$ cat src/rtl/gmii_ta_pkg.sv
// Shared constants, types and latency helper for the GMII traffic analyzer.
// No logic or state of its own; no latency or backpressure.
package gmii_ta_pkg;

  localparam logic [7:0]  GMII_PREAMBLE   = 8'h55;
  localparam logic [7:0]  GMII_SFD        = 8'hD5;
  localparam logic [31:0] NSEC_PER_SEC    = 32'd1_000_000_000;
  localparam logic [31:0] LAT_SAT         = 32'hFFFF_FFFF;
  localparam logic [31:0] STAMP_WIN_BYTES = 32'd14;

  localparam logic [15:0] REG_PKTS_HI     = 16'h0000;
  localparam logic [15:0] REG_PKTS_LO     = 16'h0004;
  localparam logic [15:0] REG_OCTETS_HI   = 16'h0008;
  localparam logic [15:0] REG_OCTETS_LO   = 16'h000C;
  localparam logic [15:0] REG_IDLE_HI     = 16'h0010;
  localparam logic [15:0] REG_IDLE_LO     = 16'h0014;
  localparam logic [15:0] REG_TS_SEC_HI   = 16'h0018;
  localparam logic [15:0] REG_TS_SEC_LO   = 16'h001C;
  localparam logic [15:0] REG_TS_NSEC     = 16'h0020;
  localparam logic [15:0] REG_LAT_MIN     = 16'h0024;
  localparam logic [15:0] REG_LAT_MAX     = 16'h0028;
  localparam logic [15:0] REG_LAT_NSEC    = 16'h002C;
  localparam logic [15:0] REG_FRAME_SIZE  = 16'h0030;
  localparam logic [15:0] REG_FRAME_BUF   = 16'h0034;
  localparam logic [15:0] REG_CONTROL     = 16'h0038;

  typedef enum logic [1:0] {
    RX_IDLE,
    RX_PREAMBLE,
    RX_DATA
  } rx_state_t;

  typedef struct packed {
    logic [47:0] sec;
    logic [31:0] nsec;
  } ts_t;

  // One-way latency in ns; anything beyond one second apart, or negative, saturates.
  function automatic logic [31:0] calc_latency(input ts_t tx, input ts_t rx);
    logic [32:0] diff;
    logic [48:0] tx_sec_p1;
    calc_latency = LAT_SAT;
    diff         = '0;
    tx_sec_p1    = {1'b0, tx.sec} + 49'd1;
    if (rx.sec == tx.sec) begin
      diff = {1'b0, rx.nsec} - {1'b0, tx.nsec};
      if (!diff[32]) calc_latency = diff[31:0];
    end else if ({1'b0, rx.sec} == tx_sec_p1) begin
      diff = {1'b0, rx.nsec} + {1'b0, NSEC_PER_SEC} - {1'b0, tx.nsec};
      if (!diff[32]) calc_latency = diff[31:0];
    end
  endfunction

endpackage

$ cat src/rtl/gmii_ta_regs.sv
// AXI4-Lite slave for the analyzer: 1-cycle ready pulse, response the cycle after, 64-bit hi/lo snapshots.
// Backpressure: one outstanding transaction per channel; BVALID/RVALID held until BREADY/RREADY.
module gmii_ta_regs #(
  parameter int          C_S_AXI_DATA_WIDTH = 32,
  parameter int          C_S_AXI_ADDR_WIDTH = 32,
  parameter logic [31:0] C_BASEADDR         = 32'h2000_0000
) (
  input  logic                            clk,
  input  logic                            resetn,
  input  logic [C_S_AXI_ADDR_WIDTH-1:0]   S_AXI_AWADDR,
  input  logic                            S_AXI_AWVALID,
  output logic                            S_AXI_AWREADY,
  input  logic [C_S_AXI_DATA_WIDTH-1:0]   S_AXI_WDATA,
  input  logic [C_S_AXI_DATA_WIDTH/8-1:0] S_AXI_WSTRB,
  input  logic                            S_AXI_WVALID,
  output logic                            S_AXI_WREADY,
  output logic [1:0]                      S_AXI_BRESP,
  output logic                            S_AXI_BVALID,
  input  logic                            S_AXI_BREADY,
  input  logic [C_S_AXI_ADDR_WIDTH-1:0]   S_AXI_ARADDR,
  input  logic                            S_AXI_ARVALID,
  output logic                            S_AXI_ARREADY,
  output logic [C_S_AXI_DATA_WIDTH-1:0]   S_AXI_RDATA,
  output logic [1:0]                      S_AXI_RRESP,
  output logic                            S_AXI_RVALID,
  input  logic                            S_AXI_RREADY,
  input  logic [63:0]                     pkts,
  input  logic [63:0]                     octets,
  input  logic [63:0]                     octets_idle,
  input  logic [47:0]                     ts_sec,
  input  logic [31:0]                     ts_nsec,
  input  logic [31:0]                     lat_min,
  input  logic [31:0]                     lat_max,
  input  logic [31:0]                     lat_nsec,
  input  logic [31:0]                     frame_size,
  input  logic [31:0]                     frame_buf_word,
  output logic                            ctrl_clear,
  output logic                            frame_size_rd,
  output logic                            frame_buf_rd
);
  import gmii_ta_pkg::*;

  logic        aw_ready_q, b_valid_q, ar_ready_q, r_valid_q;
  logic [31:0] r_data_q, rd_mux;
  logic [31:0] snap_pkts, snap_octets, snap_idle, snap_ts;
  logic [15:0] aw_off, ar_off;
  logic        aw_in_win, ar_in_win, aw_hs, ar_hs;
  logic        unused_wr;

  assign aw_off    = S_AXI_AWADDR[15:0];
  assign ar_off    = S_AXI_ARADDR[15:0];
  assign aw_in_win = S_AXI_AWADDR[C_S_AXI_ADDR_WIDTH-1:16] == C_BASEADDR[C_S_AXI_ADDR_WIDTH-1:16];
  assign ar_in_win = S_AXI_ARADDR[C_S_AXI_ADDR_WIDTH-1:16] == C_BASEADDR[C_S_AXI_ADDR_WIDTH-1:16];
  assign aw_hs     = S_AXI_AWVALID && S_AXI_WVALID && aw_ready_q;
  assign ar_hs     = S_AXI_ARVALID && ar_ready_q;

  assign S_AXI_AWREADY = aw_ready_q;
  assign S_AXI_WREADY  = aw_ready_q;
  assign S_AXI_BVALID  = b_valid_q;
  assign S_AXI_BRESP   = 2'b00;
  assign S_AXI_ARREADY = ar_ready_q;
  assign S_AXI_RVALID  = r_valid_q;
  assign S_AXI_RRESP   = 2'b00;
  assign S_AXI_RDATA   = r_data_q;

  assign ctrl_clear    = aw_hs && (aw_off == REG_CONTROL) && S_AXI_WDATA[0];
  assign frame_size_rd = ar_hs && (ar_off == REG_FRAME_SIZE);
  assign frame_buf_rd  = ar_hs && (ar_off == REG_FRAME_BUF);
  assign unused_wr     = ^{S_AXI_WSTRB, S_AXI_WDATA[C_S_AXI_DATA_WIDTH-1:1]};

  always_ff @(posedge clk or negedge resetn) begin
    if (!resetn) begin
      aw_ready_q <= 1'b0;
      b_valid_q  <= 1'b0;
    end else begin
      aw_ready_q <= !aw_ready_q && !b_valid_q && S_AXI_AWVALID && S_AXI_WVALID && aw_in_win;
      if (aw_hs)             b_valid_q <= 1'b1;
      else if (S_AXI_BREADY) b_valid_q <= 1'b0;
    end
  end

  // Lo offsets return the low half captured by the preceding hi read.
  always_comb begin
    rd_mux = '0;
    case (ar_off)
      REG_PKTS_HI:    rd_mux = pkts[63:32];
      REG_PKTS_LO:    rd_mux = snap_pkts;
      REG_OCTETS_HI:  rd_mux = octets[63:32];
      REG_OCTETS_LO:  rd_mux = snap_octets;
      REG_IDLE_HI:    rd_mux = octets_idle[63:32];
      REG_IDLE_LO:    rd_mux = snap_idle;
      REG_TS_SEC_HI:  rd_mux = {16'h0000, ts_sec[47:32]};
      REG_TS_SEC_LO:  rd_mux = snap_ts;
      REG_TS_NSEC:    rd_mux = ts_nsec;
      REG_LAT_MIN:    rd_mux = lat_min;
      REG_LAT_MAX:    rd_mux = lat_max;
      REG_LAT_NSEC:   rd_mux = lat_nsec;
      REG_FRAME_SIZE: rd_mux = frame_size;
      REG_FRAME_BUF:  rd_mux = frame_buf_word;
      default:        rd_mux = '0;
    endcase
  end

  always_ff @(posedge clk or negedge resetn) begin
    if (!resetn) begin
      ar_ready_q  <= 1'b0;
      r_valid_q   <= 1'b0;
      r_data_q    <= '0;
      snap_pkts   <= '0;
      snap_octets <= '0;
      snap_idle   <= '0;
      snap_ts     <= '0;
    end else begin
      ar_ready_q <= !ar_ready_q && !r_valid_q && S_AXI_ARVALID && ar_in_win;
      if (ar_hs) begin
        r_valid_q <= 1'b1;
        r_data_q  <= rd_mux;
        case (ar_off)
          REG_PKTS_HI:   snap_pkts   <= pkts[31:0];
          REG_OCTETS_HI: snap_octets <= octets[31:0];
          REG_IDLE_HI:   snap_idle   <= octets_idle[31:0];
          REG_TS_SEC_HI: snap_ts     <= ts_sec[31:0];
          default:       ;
        endcase
      end else if (S_AXI_RREADY) begin
        r_valid_q <= 1'b0;
      end
    end
  end

endmodule

$ cat src/rtl/gmii_traffic_analyzer.sv
// GMII rx analyzer: frame/octet/idle counters, 1588 one-way latency (1 cycle after frame end), frame capture.
// Never backpressures GMII; TA_FRAME_CAPTURE_EN builds the capture buffer, otherwise FRAME_BUF reads 0.
module gmii_traffic_analyzer #(
  parameter int          C_S_AXI_DATA_WIDTH = 32,
  parameter int          C_S_AXI_ADDR_WIDTH = 32,
  parameter logic [31:0] C_BASEADDR         = 32'h2000_0000,
  parameter int          FRAME_BUF_WORDS    = 512
) (
  input  logic                            clk,
  input  logic                            resetn,
  input  logic [7:0]                      gmii_d,
  input  logic                            gmii_en,
  input  logic                            gmii_er,
  input  logic [47:0]                     sec,
  input  logic [29:0]                     nsec,
  input  logic [C_S_AXI_ADDR_WIDTH-1:0]   S_AXI_AWADDR,
  input  logic                            S_AXI_AWVALID,
  output logic                            S_AXI_AWREADY,
  input  logic [C_S_AXI_DATA_WIDTH-1:0]   S_AXI_WDATA,
  input  logic [C_S_AXI_DATA_WIDTH/8-1:0] S_AXI_WSTRB,
  input  logic                            S_AXI_WVALID,
  output logic                            S_AXI_WREADY,
  output logic [1:0]                      S_AXI_BRESP,
  output logic                            S_AXI_BVALID,
  input  logic                            S_AXI_BREADY,
  input  logic [C_S_AXI_ADDR_WIDTH-1:0]   S_AXI_ARADDR,
  input  logic                            S_AXI_ARVALID,
  output logic                            S_AXI_ARREADY,
  output logic [C_S_AXI_DATA_WIDTH-1:0]   S_AXI_RDATA,
  output logic [1:0]                      S_AXI_RRESP,
  output logic                            S_AXI_RVALID,
  input  logic                            S_AXI_RREADY
);
  import gmii_ta_pkg::*;

  rx_state_t    state_q, state_d;
  logic         sfd_hit, frame_end, data_byte;
  logic [63:0]  pkts, octets, octets_idle;
  logic [111:0] stamp_sr;
  logic [31:0]  byte_cnt, frame_size;
  ts_t          rx_ts_q, tx_ts;
  logic [47:0]  ts_sec_q;
  logic [31:0]  ts_nsec_q;
  logic         lat_pend;
  logic [31:0]  lat_new, lat_nsec, lat_min, lat_max;
  logic [31:0]  frame_buf_word;
  logic         ctrl_clear, frame_size_rd, frame_buf_rd;
  logic         unused_rx;

  always_ff @(posedge clk or negedge resetn) begin
    if (!resetn) state_q <= RX_IDLE;
    else         state_q <= state_d;
  end

  always_comb begin
    state_d   = state_q;
    sfd_hit   = 1'b0;
    frame_end = 1'b0;
    data_byte = 1'b0;
    case (state_q)
      RX_IDLE: if (gmii_en) state_d = RX_PREAMBLE;
      RX_PREAMBLE: begin
        if (!gmii_en) begin
          state_d = RX_IDLE;
        end else if (gmii_d == GMII_SFD) begin
          state_d = RX_DATA;
          sfd_hit = 1'b1;
        end
      end
      RX_DATA: begin
        if (!gmii_en) begin
          state_d   = RX_IDLE;
          frame_end = 1'b1;
        end else begin
          data_byte = 1'b1;
        end
      end
      default: state_d = RX_IDLE;
    endcase
  end

  always_ff @(posedge clk or negedge resetn) begin
    if (!resetn) begin
      pkts        <= '0;
      octets      <= '0;
      octets_idle <= '0;
    end else if (ctrl_clear) begin
      pkts        <= '0;
      octets      <= '0;
      octets_idle <= '0;
    end else begin
      if (!gmii_en)  octets_idle <= octets_idle + 64'd1;
      if (data_byte) octets      <= octets + 64'd1;
      if (frame_end) pkts        <= pkts + 64'd1;
    end
  end

  // The last 14 data bytes are always in stamp_sr: 6 sec, 4 nsec, then the FCS.
  always_ff @(posedge clk or negedge resetn) begin
    if (!resetn) begin
      stamp_sr   <= '0;
      byte_cnt   <= '0;
      frame_size <= '0;
      rx_ts_q    <= '0;
      ts_sec_q   <= '0;
      ts_nsec_q  <= '0;
      lat_pend   <= 1'b0;
    end else begin
      lat_pend <= 1'b0;
      if (sfd_hit) begin
        rx_ts_q.sec  <= sec;
        rx_ts_q.nsec <= {2'b00, nsec};
        byte_cnt     <= '0;
      end
      if (data_byte) begin
        stamp_sr <= {stamp_sr[103:0], gmii_d};
        byte_cnt <= byte_cnt + 32'd1;
      end
      if (frame_end) begin
        frame_size <= byte_cnt;
        ts_sec_q   <= rx_ts_q.sec;
        ts_nsec_q  <= rx_ts_q.nsec;
        lat_pend   <= (byte_cnt >= STAMP_WIN_BYTES);
      end
    end
  end

  assign tx_ts     = stamp_sr[111:32];
  assign lat_new   = calc_latency(tx_ts, rx_ts_q);
  assign unused_rx = ^{gmii_er, stamp_sr[31:0]};

  always_ff @(posedge clk or negedge resetn) begin
    if (!resetn) begin
      lat_nsec <= '0;
      lat_min  <= LAT_SAT;
      lat_max  <= '0;
    end else if (ctrl_clear) begin
      lat_nsec <= '0;
      lat_min  <= LAT_SAT;
      lat_max  <= '0;
    end else if (lat_pend) begin
      lat_nsec <= lat_new;
      if (lat_new < lat_min) lat_min <= lat_new;
      if (lat_new > lat_max) lat_max <= lat_new;
    end
  end

`ifdef TA_FRAME_CAPTURE_EN
  localparam int BUF_AW = $clog2(FRAME_BUF_WORDS);

  logic [31:0]       frame_buf [FRAME_BUF_WORDS];
  logic [BUF_AW-1:0] rd_ptr;
  logic              buf_wr;
  logic [1:0]        wr_lane;

  assign buf_wr  = data_byte && (byte_cnt < 32'(FRAME_BUF_WORDS * 4));
  assign wr_lane = 2'd3 - byte_cnt[1:0];

  // First byte of each word lands in [31:24].
  always_ff @(posedge clk) begin
    if (buf_wr) frame_buf[byte_cnt[BUF_AW+1:2]][{wr_lane, 3'b000} +: 8] <= gmii_d;
  end

  always_ff @(posedge clk or negedge resetn) begin
    if (!resetn)                         rd_ptr <= '0;
    else if (frame_end || frame_size_rd) rd_ptr <= '0;
    else if (frame_buf_rd)               rd_ptr <= rd_ptr + 1'b1;
  end

  assign frame_buf_word = frame_buf[rd_ptr];
`else
  logic unused_buf;
  assign unused_buf     = frame_size_rd ^ frame_buf_rd;
  assign frame_buf_word = '0;
`endif

  gmii_ta_regs #(
    .C_S_AXI_DATA_WIDTH (C_S_AXI_DATA_WIDTH),
    .C_S_AXI_ADDR_WIDTH (C_S_AXI_ADDR_WIDTH),
    .C_BASEADDR         (C_BASEADDR)
  ) u_regs (
    .clk            (clk),
    .resetn         (resetn),
    .S_AXI_AWADDR   (S_AXI_AWADDR),
    .S_AXI_AWVALID  (S_AXI_AWVALID),
    .S_AXI_AWREADY  (S_AXI_AWREADY),
    .S_AXI_WDATA    (S_AXI_WDATA),
    .S_AXI_WSTRB    (S_AXI_WSTRB),
    .S_AXI_WVALID   (S_AXI_WVALID),
    .S_AXI_WREADY   (S_AXI_WREADY),
    .S_AXI_BRESP    (S_AXI_BRESP),
    .S_AXI_BVALID   (S_AXI_BVALID),
    .S_AXI_BREADY   (S_AXI_BREADY),
    .S_AXI_ARADDR   (S_AXI_ARADDR),
    .S_AXI_ARVALID  (S_AXI_ARVALID),
    .S_AXI_ARREADY  (S_AXI_ARREADY),
    .S_AXI_RDATA    (S_AXI_RDATA),
    .S_AXI_RRESP    (S_AXI_RRESP),
    .S_AXI_RVALID   (S_AXI_RVALID),
    .S_AXI_RREADY   (S_AXI_RREADY),
    .pkts           (pkts),
    .octets         (octets),
    .octets_idle    (octets_idle),
    .ts_sec         (ts_sec_q),
    .ts_nsec        (ts_nsec_q),
    .lat_min        (lat_min),
    .lat_max        (lat_max),
    .lat_nsec       (lat_nsec),
    .frame_size     (frame_size),
    .frame_buf_word (frame_buf_word),
    .ctrl_clear     (ctrl_clear),
    .frame_size_rd  (frame_size_rd),
    .frame_buf_rd   (frame_buf_rd)
  );

endmodule

$ cat config.mk
export PLATFORM = sky130hd
export DESIGN_NAME = gmii_traffic_analyzer
export DESIGN_NICKNAME = d
export VERILOG_FILES = /design/src/rtl/gmii_ta_pkg.sv /design/src/rtl/gmii_ta_regs.sv /design/src/rtl/gmii_traffic_analyzer.sv
export SDC_FILE = /design/constraint.sdc
export NUM_CORES = 2
export LEC_CHECK = 0
export CORE_ASPECT_RATIO = 0.75
export CORE_UTILIZATION = 55
export CTS_BUF_LIST = sky130_fd_sc_hd__clkbuf_16
export DETAILED_ROUTE_END_ITERATION = 10
export PLACE_DENSITY = 0.82
export SKIP_LAST_GASP = 1
export SYNTH_ARGS = -nofsm -noshare
export SYNTH_HDL_FRONTEND = slang
export SYNTH_SLANG_ARGS = --single-unit
$ cat constraint.sdc
create_clock -name clk -period 20.6 [get_ports clk]
set_input_delay 4.12 -clock clk [delete_from_list [all_inputs] [get_ports clk]]
set_output_delay 4.12 -clock clk [all_outputs]
set_load 0.02 [all_outputs]
# Word-level counts from Yosys, hierarchy flattened
# Index checks and enable logic that the tools add are counted.
[classes]
n_addsub = 8
n_lt_le_gt_ge = 3
n_eq_ne = 24
muxes = 38
reduce_logical = 33
[op_table]
columns = ["op", "count"]
rows = [
  ["32-bit two-way mux", 14],
  ["32-bit case mux with 13 select lines", 1],
  ["64-bit two-way mux", 6],
  ["64-bit by 1-bit adder with 64-bit output, second input constant", 3],
  ["16-bit by 6-bit equality test with 1-bit output, second input constant", 6],
  ["16-bit by 5-bit equality test with 1-bit output, second input constant", 4],
  ["48-bit by 1-bit adder with 49-bit output, second input constant", 1],
  ["48-bit by 49-bit equality test with 1-bit output", 1],
  ["48-bit equality test", 1],
  ["30-bit by 32-bit subtractor with 33-bit output", 1],
  ["31-bit by 32-bit subtractor with 33-bit output", 1],
  ["32-bit by 1-bit adder with 32-bit output, second input constant", 1],
  ["16-bit by 14-bit equality test with 1-bit output, second input constant", 2],
  ["16-bit by 4-bit equality test with 1-bit output, second input constant", 2],
  ["32-bit by 4-bit greater-or-equal comparator with 1-bit output, second input constant", 1],
  ["32-bit > comparator", 1],
  ["32-bit less-than comparator", 1],
  ["30-bit by 30-bit adder with 31-bit output, second input constant", 1],
  ["16-bit by 3-bit equality test with 1-bit output, second input constant", 1],
  ["16-bit logical NOT", 1],
  ["2-bit nonzero test", 8],
  ["1-bit logical AND", 12],
  ["1-bit two-way mux", 12],
  ["2-bit AND reduction", 6],
  ["11 further kinds", 18],
]
[word_totals]
register_bits = 787
inputBits = 195
out_inout_bits = 41
wordCells = 130

# Logic depth before layout (Yosys ltp)
[depth]
depth_word = 9
mapped_depth = 30
mapped_depth_nobuf = 27

# Cells and area by module
# From an unflattened synthesis, not the netlist that was laid out.
[unflattened]
hier_cells = 4421
area_unflattened_um2 = 43123.9
[modules_own_cells]
columns = ["mod", "n_inst", "cells_each", "area_each_um2", "seq_area_each_um2"]
rows = [
  ["gmii_traffic_analyzer", 1, 3613, 33824.9, 15630.0],
  ["gmii_ta_regs", 1, 808, 9298.9, 4103.9],
]

# Worst setup path after synthesis
# OpenSTA, ideal clock, no wires.
[synth_path]
path_kind = "input to register"
from = "in gmii_en"
to = "reg pkts[61]"
setup_time_ps = 78
arrival_time_ps = 6879
t_required_ps = 20522
slack_ps = 13643
cell_stages = 12
n_path_buf = 1
path_cell_list = "nor4bb_1 and4_1 clkbuf_1 nor2b_1 nand2_1 nor2_1 nand3_1 nor3_1 and3b_1 nand3_1 or3_1 a21oi_1"
[synth_via]
elab_chain_len = 3
[synth_lines]
columns = ["item", "line_no", "text"]
rows = [
  ["start: declaration", "gmii_traffic_analyzer.sv:12", "input logic gmii_en,"],
  ["1-bit two-way mux", "gmii_traffic_analyzer.sv:71", "if (!gmii_en) begin"],
  ["1-bit two-way mux", "gmii_traffic_analyzer.sv:60", "case (state_q)"],
  ["2-bit nonzero test (no line)", "n/a", ""],
  ["end signal: assignment", "gmii_traffic_analyzer.sv:94", "if (frame_end) pkts <= pkts + 64'd1;"],
  ["end: declaration", "gmii_traffic_analyzer.sv:38", "logic [63:0] pkts, octets, octets_idle;"],
]
# No other way between the ends.
# A chain may end at the register's enable or synchronous reset.

# Worst setup path after layout
[layout_path]
from = "in gmii_en"
to = "reg octets[60]"
[layout_via]
elab_chain_len = 3
[layout_lines]
columns = ["item", "line_no", "text"]
rows = [
  ["1-bit two-way mux", "gmii_traffic_analyzer.sv:71", ""],
  ["1-bit two-way mux", "gmii_traffic_analyzer.sv:60", ""],
  ["2-bit nonzero test (no line)", "n/a", ""],
  ["end signal: assignment", "gmii_traffic_analyzer.sv:93", "if (data_byte) octets <= octets + 64'd1;"],
  ["end: declaration", "gmii_traffic_analyzer.sv:38", ""],
]
# No other way between the ends.

==> run metrics <==
status complete, but fails checks; failing checks capacitance limit, slew limit; CP max stage cell nor4_1; share of cells above drive strength 1 approximately a tenth; xor/xnor share of the synthesized area between 5 and 6%; DIE AREA ~80000 µm²; die height about 240 µm; setup_tns 0 ns; Residual DRC 0; Post-synth top flop dfrtp_1; # IOs about 240; Final Setup Violations 0; CP max FO 16; main combinational cell family by area after synthesis simple AND/OR/NAND/NOR gates; Synth Area in Compound Gates 11.24%; Required @ worst endpoint ~21 ns; Hold Path Class reg2reg; H-tree levels 3; CTS Root Cell clkbuf_16; first-pass GRT wire length about 210000 µm; Seq/Total Area, Yosys between 40% and 50%; gpl congestion 1.003; clock buffer depth 3; Placement Cell Area 45090 µm²; Unique masters post-synth between 80 and 90; DR pass1 iterations 11; Synth Area in Adders 5.061%; worst skew pair latency between 0.6 and 0.7 ns; post-route antenna net violation count 0; Port Buffers approximately 200; PwrDens 67.06 nW/µm²; Inst Count DP around 5400; critical path, cell by cell clkdlybuf4s50_1 -> buf_4 -> nand3b_1 -> nor2_1 -> nand3_1 -> nor4_1 -> and3_1 -> nand3_1 -> or3_1 -> or2_2 -> or3_1 -> a21oi_1; vias in the first global route about 33000; RSZ-0062 raised after global routing false; Post-Syn Area 42220 µm²; YS warnings 0; final period utilization between 40% and 50%; filler-free cell count of the finished design ~5500; Peak Freq between 0.1 and 0.15 GHz; Post-Route WL between 100000 and 150000 µm; Leakage ~23 nW; Area Growth Syn to Fin 12.66%; Syn Area/Cell between 9 and 10 µm²; total of max-cap violations 1; DPL Wire Length between 100000 and 150000 µm; largest net degree at the start of global routing approximately 180; multiplexer share of the synthesized area around a tenth; Post-Synth Simple-Gate Area between 10% and 20%; DR iter-0 viols 5632; number of synthesized register bits 787; CTS clock-pin slew for the worst setup and hold paths about 0.06 ns; Crit. End Element flip-flop; max_slew headroom -3.252%; CTS tree built; row cnt between 80 and 90; WP buf/inv 2; Final min period between 8 and 9 ns; initial core utilization a little under three fifths; die width about 320 µm; fin nets approximately 4800; Slowest Stage Delay on Critical Path 0.87 ns; Routed WL per cell 24.93 µm; Crit Path Category in2reg; vias per cell 6.386; clock sinks between 700 and 800; via count approximately 35000; clk_skew 0.03120 ns; area of all placed cells without fillers 47570 µm²; Area contributors post-synth dfrtp_1, mux2_2, nand2_1, ha_1, xor2_1; antenna violations before repair 6; Util after Layout between 60% and 70%; # resized after CTS 0; EDFF count, synth 0; grt total ovfl 0; clock buffer count from CTS 76; Fin. Hold Viols 0; All-Layer GR Usage a little over a third; Largest delay share family, worst path simple AND/OR/NAND/NOR gates; core area roughly 76000 µm²; Arr. time, crit path between 8 and 9 ns; peak supply drop around 0.000053 V; Yosys top cell area share about 45%; Hold Buf Count CTS 0; cell taking the most area after synthesis dfrtp_1; cells after synthesis roughly 4300; Max Slew Vio Count 3; setup bufs post-CTS 0; Worst Max-Slew Pin Slew 1.510 ns; CP Launch Type input port; ys async rst share 100.0%
## metrics by stage
step / hold slack [ns] / power, mW / setup WS, ns
floorplan: 0.4386 / 1.694 / 13.64
global placement: 0.4500 / 1.791 / 11.90
detailed placement: 0.4517 / 1.796 / 11.75
CTS: 0.4674 / 3.190 / 12.41
global route: 0.4991 / 3.275 / 11.89
finish: 0.4663 / 3.190 / 12.25
## cells by family (layout without fill, tap and decap cells)
family	after synthesis	in the layout
AND/OR/NAND/NOR	1603	1603
other	1	7
buffers and inverters	416	579
AO/OA/AOI/OAI	702	702
multiplexers	369	369
adder cells (fa/ha/maj)	160	160
XOR/XNOR	275	275
flip-flops	787	787
## placed cells by master, fill, tap and decap left out, types with 48 or more instances in the layout
master,instances
inv_1,221
xor2_1,149
o21ai_0,213
mux2_2,238
mux2i_1,117
nand3_1,125
clkbuf_16,80
and3_1,57
a221oi_1,54
a21oi_1,95
nand4_1,124
a22oi_1,84
nand2_1,639
nor2_1,334
ha_1,142
clkdlybuf4s50_1,193
xnor2_1,126
a22o_1,48
dfrtp_1,754
## area by class of cell
type,instances,area [µm²]
diodes,3,7.507
clock buffers,80,2002
clock inverters,59,462.9
fillers,6042,27980
inverters,201,754.5
multi-input cells,3113,21020
flip-flops and latches,787,19740
well taps,1023,1280
repair buffers,239,2307
## report_power, final
part	internal (mW)	switching [mW]
combinational	0.0760	0.110
clock	0.791	0.625
sequential	1.56	0.0263
## state kept, by name, summed over array words and instances (netlist names), 48 cells and up
signal and count:
rx_ts_q 78, octets_idle 64, octets 64, ts_sec_q 48
stamp_sr 112, pkts 64
## final timing paths
path / start / to / slack [ns] / cells after the start
hold reg to reg: stamp_sr[4] / stamp_sr[12] / 0.47 / 2
setup / recovery: gmii_en / octets[60] / 12.25 / 12
max in group asynchronous: resetn / rx_ts_q[62] / 13.81 / 4
setup reg to reg: stamp_sr[74] / lat_min[19] / 12.29 / 22
hold / removal: stamp_sr[4] / stamp_sr[12] / 0.47 / 2
min in group asynchronous: resetn / rx_ts_q[9] / 3.49 / 1
## per-layer routing
layer / share of wire, % / GRT usage (%) / up-vias
met4: 4.2 / 12.89 / 4
li1: - / - / 15360
met3: 14 / 13.06 / 352
met1: 41 / 50.96 / 17340
met5: 0.017 / 0 / -
met2: 41 / 48.18 / 2107
## Yosys cell counts, drive strengths merged, types with 14 or more instances
| library cell | count |
|---|---|
| inv | 201 |
| dfstp | 32 |
| nor2 | 340 |
| a22o | 48 |
| fa | 18 |
| o21ai | 217 |
| and3 | 57 |
| a221oi | 54 |
| nand3 | 125 |
| a21oi | 95 |
| dfrtp | 755 |
| xnor2 | 126 |
| nor3 | 48 |
| and2 | 18 |
| nand4 | 125 |
| mux2 | 252 |
| a21o | 33 |
| clkbuf | 181 |
| o22a | 18 |
| nand2b | 17 |
| and4 | 21 |
| a22oi | 84 |
| nor4 | 51 |
| o211ai | 16 |
| buf | 34 |
| ha | 142 |
| or2 | 26 |
| or3 | 41 |
| mux2i | 117 |
| nor2b | 32 |
| a31oi | 27 |
| nand2 | 641 |
| a222oi | 14 |
| xor2 | 149 |
## tightest hold or removal path: cells and delay by family (launching register included)
| kind | cells | cell delay, ns |
|---|---|---|
| flops | 1 | 0.34 |
| simple gates | 2 | 0.10 |
No activity file was read; power rests on OpenSTA's default activity.
